--- src/rtl/id_ex_hazard_stall_ctrl.sv ---
// ID/EX producer-side hazard controller: load-use bubbles, multi-cycle EX holds,
// downstream flushes, and a saturating stall-cycle counter for perf debug.
module id_ex_hazard_stall_ctrl #(
  parameter int unsigned MULT_LAT = 4,
  parameter int unsigned CNT_W    = 16,
  parameter int unsigned REG_W    = 5
) (
  input  logic             clock,
  input  logic             reset_n,
  input  logic             id_valid,
  input  logic [REG_W-1:0] id_rs,
  input  logic [REG_W-1:0] id_rt,
  input  logic             id_uses_rt,
  input  logic             ex_mem_read,
  input  logic             ex_reg_write,
  input  logic [REG_W-1:0] ex_rd,
  input  logic             ex_mult_start,
  input  logic             mem_flush,
  input  logic             stat_clear,
  output logic             pc_write_en,
  output logic             if_id_write_en,
  output logic             if_id_flush,
  output logic             id_ex_bubble,
  output logic             ex_hold,
  output logic [CNT_W-1:0] stall_count
);

  typedef enum logic {
    RUN,
    MULT_BUSY
  } state_t;

  localparam bit         MULTI    = (MULT_LAT > 1);
  localparam logic [3:0] CNT_INIT = 4'(MULT_LAT - 1);

  state_t           state_q, state_d;
  logic [3:0]       cnt_q, cnt_d;
  logic [CNT_W-1:0] stall_count_q, stall_count_d;

  logic load_use;
  logic hold;

  assign load_use = id_valid & ex_mem_read & ex_reg_write & (ex_rd != '0) &
                    ((ex_rd == id_rs) | (id_uses_rt & (ex_rd == id_rt)));

  // The final EX cycle of a multi-cycle op (cnt==1) is not held.
  assign hold = ((state_q == RUN) & ex_mult_start & MULTI) |
                ((state_q == MULT_BUSY) & (cnt_q > 4'd1));

  always_comb begin
    pc_write_en    = 1'b1;
    if_id_write_en = 1'b1;
    if_id_flush    = 1'b0;
    id_ex_bubble   = 1'b0;
    ex_hold        = 1'b0;
    if (!reset_n) begin
      id_ex_bubble = 1'b1;
    end else if (mem_flush) begin
      if_id_flush  = 1'b1;
      id_ex_bubble = 1'b1;
    end else if (hold) begin
      pc_write_en    = 1'b0;
      if_id_write_en = 1'b0;
      ex_hold        = 1'b1;
    end else if (load_use) begin
      pc_write_en    = 1'b0;
      if_id_write_en = 1'b0;
      id_ex_bubble   = 1'b1;
    end
  end

  always_comb begin
    state_d = state_q;
    cnt_d   = cnt_q;
    if (mem_flush) begin
      state_d = RUN;
      cnt_d   = '0;
    end else begin
      unique case (state_q)
        RUN: begin
          if (ex_mult_start && MULTI) begin
            state_d = MULT_BUSY;
            cnt_d   = CNT_INIT;
          end
        end
        MULT_BUSY: begin
          if (cnt_q > 4'd1) begin
            cnt_d = cnt_q - 4'd1;
          end else begin
            state_d = RUN;
            cnt_d   = '0;
          end
        end
        default: begin
          state_d = RUN;
          cnt_d   = '0;
        end
      endcase
    end
  end

  always_comb begin
    stall_count_d = stall_count_q;
    if (stat_clear) begin
      stall_count_d = '0;
    end else if (!pc_write_en && (stall_count_q != '1)) begin
      stall_count_d = stall_count_q + 1'b1;
    end
  end

  always_ff @(posedge clock or negedge reset_n) begin
    if (!reset_n) begin
      state_q       <= RUN;
      cnt_q         <= '0;
      stall_count_q <= '0;
    end else begin
      state_q       <= state_d;
      cnt_q         <= cnt_d;
      stall_count_q <= stall_count_d;
    end
  end

  assign stall_count = stall_count_q;

endmodule

--- config.mk ---
export PLATFORM = sky130hd
export DESIGN_NAME = id_ex_hazard_stall_ctrl
export DESIGN_NICKNAME = d
export VERILOG_FILES = /design/src/rtl/id_ex_hazard_stall_ctrl.sv
export SDC_FILE = /design/constraint.sdc
export NUM_CORES = 1
export LEC_CHECK = 0
export ABC_AREA = 1
export CAP_MARGIN = 15
export CORE_UTILIZATION = 52
export DETAILED_ROUTE_END_ITERATION = 8
export PLACE_DENSITY_LB_ADDON = 0.15
export SYNTH_ARGS = -nofsm -noshare
export SYNTH_HDL_FRONTEND = slang
export SYNTH_SLANG_ARGS = --single-unit
--- constraint.sdc ---
create_clock -name clock -period 3.6 [get_ports clock]
set_input_delay 1.08 -clock clock [delete_from_list [all_inputs] [get_ports clock]]
set_output_delay 1.08 -clock clock [all_outputs]
set_load 0.03 [all_outputs]
* After elaboration in Yosys (flattened, before gate mapping)
Index checks and enable logic that the tools add are counted.
** Operators by class
- Reductions and logical operators :: 4
- Bitwise gates (word level) :: 10
- Add/sub/neg operators :: 2
- Equality and inequality tests :: 4
- Order comparisons :: 1
- Multiplexer cells :: 23
** Operators with widths (number)
- $mux W16 :: 2
- $add A16 B1 Y16 const B :: 1
- $mux W1 :: 16
- $ne A16 B16 Y1 const B :: 1
- $mux W4 :: 3
- $eq A5 B5 Y1 :: 2
- $pmux W4 S2 :: 1
- $and A1 B1 Y1 :: 7
- $reduce_bool A5 Y1 :: 1
- $gt A4 B1 Y1 const B :: 1
- $sub A4 B1 Y4 const B :: 1
- $ne A3 B3 Y1 const B :: 1
- $or A1 B1 Y1 :: 2
- $pmux W1 S2 :: 1
- $reduce_bool A2 Y1 :: 1
- $logic_and A1 B1 Y1 :: 1
- $logic_not A1 Y1 :: 1
- $not A1 Y1 :: 1
** Word-level totals
- Logic and storage cells :: 47
- Output and inout port bits :: 21
- Input port bits :: 24
- Register bits :: 21

* Longest topological paths before layout
- Word-level depth :: 12
- Gate-level depth with buffers :: 13
- Gate-level depth less buffers :: 12

* Worst setup path after synthesis
No wires, ideal clock.
- Path kind :: input to output
- Start :: input ex_rd[3]
- End :: output pc_write_en
- Path buffers :: 2
- Data required time :: 2520 ps
- Slack :: 299 ps
- Arrival :: 2221 ps
- Stages on the path :: 9
- Cell sequence :: inv_2 > nand4_1 > o21ai_0 > inv_1 > nand3_1 > nand2_4 > buf_2 > inv_1 > buf_4
** Between the ends
- Word-level cells in the longest chain between the ends :: 8
- Elaborated cells on any way between the ends :: 11
- Those cells by class :: 2 x eq/ne; 4 x mux; 4 x bitwise; 1 x reduce/logical
** Ends and longest elaborated chain
- start, declared :: RTL line 16 : input logic [REG_W-1:0] ex_rd,
- $eq A5 B5 Y1 :: RTL line 44 : ((ex_rd == id_rs) | (id_uses_rt & (ex_rd == id_rt)));
- $and A1 B1 Y1 :: RTL line 44
- $or A1 B1 Y1 :: RTL line 44
- $and A1 B1 Y1 * :: RTL line 43 : assign load_use = id_valid & ex_mem_read & ex_reg_write & (ex_rd != '0) &
- $mux W1 * (4 in a row)
- end, declared :: RTL line 20 : output logic pc_write_en,
Every way passes the cells marked *; elsewhere a longest branch is shown, timed or not.

* Worst setup path after layout
- Start :: input ex_rd[4]
- End :: output pc_write_en
** Between the ends
- Word-level cells in the longest chain between the ends :: 8
- Elaborated cells on any way between the ends :: 11
- Those cells by class :: 2 x eq/ne; 4 x mux; 4 x bitwise; 1 x reduce/logical
** Ends and longest elaborated chain
- $eq A5 B5 Y1 :: RTL line 44
- $and A1 B1 Y1 :: RTL line 44
- $or A1 B1 Y1 :: RTL line 44
- $and A1 B1 Y1 * :: RTL line 43
- $mux W1 * :: RTL line 65 : end else if (load_use) begin
- $mux W1 * :: RTL line 61 : end else if (hold) begin
- $mux W1 * :: RTL line 58 : end else if (mem_flush) begin
- $mux W1 * :: RTL line 56 : if (!reset_n) begin
Marks and branches as above.

==> results.yml <==
clocking:
  postCtsSetupBuffers: 0
  postCtsResizedCells: 0
  cts_tree: "built"
  cts_buffers: 3
  postCtsHoldBufs: 0
  clkLatencyLatePin_ns: 0.30
  clock_sinks: 21
  cts_root_buf: "clkbuf_4"
  htree_levels: 1
  clkTransAtPathRegs_ns: 0.12
  cts_buffer_depth: 2
setup_path:
  critical-path-max-stage-delay_ns: 0.54
  crit_buf_inv: 4
  crit_slowest_cell: "clkdlybuf4s50_1"
  path_delay_family: "buffers and inverters"
  end_kind: "output pin"
  required_ns: 2.52
  crit_chain: "clkdlybuf4s50_1 > inv_2 > nand2_1 > nand2_1 > nor2_1 > nand3_1 > nand2_2 > nand3_2 > nand2_4 > inv_1 > buf_4"
  worst-setup-path-type: "primary input to output pin"
  critPathLaunchType: "primary input"
  cp_common_cell: "nand2_1"
  cp_max_fo: 4
  cp.arrival_ns: 2.41
pwr:
  power.leakage_nw: 1.14
  vdd_drop_max_v: 0.000178
  switching_share: 0.314
  p_int_mw: 0.348
  seqPwrFrac: 0.497
  pwr-share-comb: 0.276
  switchingPower_mw: 0.159
  clkPwrFrac: 0.227
  power-per-cell-area_nw_per_um2: 234
routing:
  viasPerCell: 4.90
  vias: 1613
  post_drt_wl_per_cell_um: 11.1
  remaining_drc_errors: 0
  drtIter0Drc: 69
  wirelength_um: 3650
  ant_nets: 0
  dr.pass1.iters: 4
placement:
  place_congestion: 0.839
  dpl.hpwl_um: 2660
  post-place-ws_ns: 0.0907
  placed_area_sq_um: 2130
  io_buffers: 44
  placed_cells: 325
yosys:
  synth_top_family_by_area: "simple AND/OR/NAND/NOR gates"
  yosysWarnings: 0
  synth_cells: 241
  synth_compound_area_frac: 0.0246
  synthAdderAreaFrac: 0.0223
  ys_seq_area_frac: 0.313
  ys_ff_latch: 21
  synth-xor-area-share: 0.0729
  avgSynthCellArea_sq_um: 6.98
  synthSimpleGateAreaFrac: 0.440
  async_flop_share: 1.00
  synthesis.nets: 268
  ys_types: 31
  synth_area_sq_um: 1680
  synthFlopType: "dfrtp_1"
  synth_edf_count: 0
  synth.mux.area_fraction: 0
grt:
  grt_pass1_vias: 1416
  grtUsageTotal: 0.228
  gr-total-overflow: 0
  antenna_found_initial: 0
  grt_first_pass_wirelength_um: 6160
  grt_max_degree: 33
timing:
  fin_crit_sh: 0.971
  drv_slew: 0
  final_hold_viol_count: 0
  tightest_slew_ns: 0.343
  max_clock_freq_ghz: 0.286
  slew_headroom: 0.771
  finalWorstSetupSlack_ns: 0.105
  final.setup_skew_ns: 0.00307
  min_period_ns: 3.49
  holdWs_ns: 0.586
  setup_viol: 0
  fin_setup_tns_ns: 0
floorplan:
  dieWidth_um: 58.9
  ioPinCount: 45
  core-area_sq_um: 3050
  die_y_um: 58.9
  start_util: 0.551
  die_area_sq_um: 3470
  rows: 20
cells_and_area:
  final_area_sq_um: 2160
  final-instance-count-excl-fill: 329
  drive_gt1_frac: 0.126
  finalNetCount: 313
  area_growth_pct: 28.6
  diodes: 0
min_path:
  min_path_type: "register to register"
status:
  status: "complete, no violations"
flow_run:
  cap_violations: 0
==> sequential cells by signal (all words and copies together) (netlist names) <==
signal / flops
stall_count: 16
cnt_q: 4
state_q: 1
==> per-layer routing <==
metal / track usage / wire length, um / vias up
met2: 0.372 / 1610 / 37
met5: 0 / 0 / -
met3: 0.0352 / 142 / 2
met1: 0.322 / 1880 / 719
li1: - / - / 855
met4: 0.0408 / 21 / 0
==> cell type report <==
cell class,instances,area (sq um)
Inverter,41,154
Fill cell,281,890
Multi-Input combinational cell,172,950
Tap cell,44,55.1
Timing Repair Buffer,47,453
Sequential cell,21,526
Clock buffer,4,26.3
==> cells in the mapped netlist (all sizes together), types with 3 or more instances <==
library cell,n,area [sq um]
nand2,76,305
xor2,10,87.6
nand3,22,145
ha,3,37.5
buf,7,60.1
xnor2,4,35.0
nor3,4,31.3
dfrtp,21,526
inv,41,154
o21ai,3,15.0
nor2,22,92.6
nand4,21,146
==> cells in the final DEF, fill, tap and decap left out, types with 2 or more instances in the layout <==
| cell type | instances |
|---|---|
| buf_4 | 8 |
| clkbuf_4 | 3 |
| clkdlybuf4s50_1 | 38 |
| dfrtp_1 | 21 |
| ha_1 | 3 |
| inv_1 | 33 |
| inv_2 | 8 |
| nand2_1 | 71 |
| nand2_2 | 3 |
| nand2_4 | 2 |
| nand3_1 | 14 |
| nand3_2 | 8 |
| nand4_1 | 20 |
| nor2_1 | 20 |
| nor3_1 | 3 |
| o21ai_0 | 3 |
| xnor2_1 | 4 |
| xor2_1 | 10 |
==> logic make-up after synthesis <==
family | count (synthesis)
AO/OA/AOI/OAI | 7
AND/OR/NAND/NOR | 148
XOR/XNOR | 14
adder cells (fa/ha/maj) | 3
flip-flops | 21
buffers and inverters | 48
==> through the flow <==
stage	utilization	power (mW)
after global placement	0.697	0.392
after floorplan	-	0.341
after CTS	0.705	0.509
final	0.709	0.507
after detailed placement	0.697	0.394
after global routing	0.709	0.537
==> final timing paths <==
| path | slack [ns] | from | depth (start not counted) | to |
|---|---|---|---|---|
| max | 0.11 | ex_rd[4] | 11 | pc_write_en |
| min | 0.59 | stall_count[1]$_DFFE_PN0P_ | 2 | stall_count[1]$_DFFE_PN0P_ |
| max reg2reg | 1.60 | cnt_q[0]$_DFFE_PN0P_ | 13 | stall_count[15]$_DFFE_PN0P_ |
| min reg2reg | 0.59 | stall_count[1]$_DFFE_PN0P_ | 2 | stall_count[1]$_DFFE_PN0P_ |
| max in group asynchronous | 2.23 | reset_n | 2 | stall_count[12]$_DFFE_PN0P_ |
| min in group asynchronous | 1.15 | reset_n | 2 | stall_count[3]$_DFFE_PN0P_ |
==> worst min-delay path, cell delays in order, from the launching register on <==
cell and delay, ns:
dfrtp_1 0.42, nand3_1 0.09, nand2_1 0.06
==> power groups by stage <==
stage          registers, mW  clock network, mW  logic (mW)
5_1_grt                0.253              0.127       0.157
2_1_floorplan          0.257                  0      0.0834
3_3_place_gp           0.256                  0       0.136
6_report               0.252              0.115       0.140
3_5_place_dp           0.256                  0       0.138
4_1_cts                0.252              0.119       0.139
Note: power is estimated with default switching activity, not from simulation.
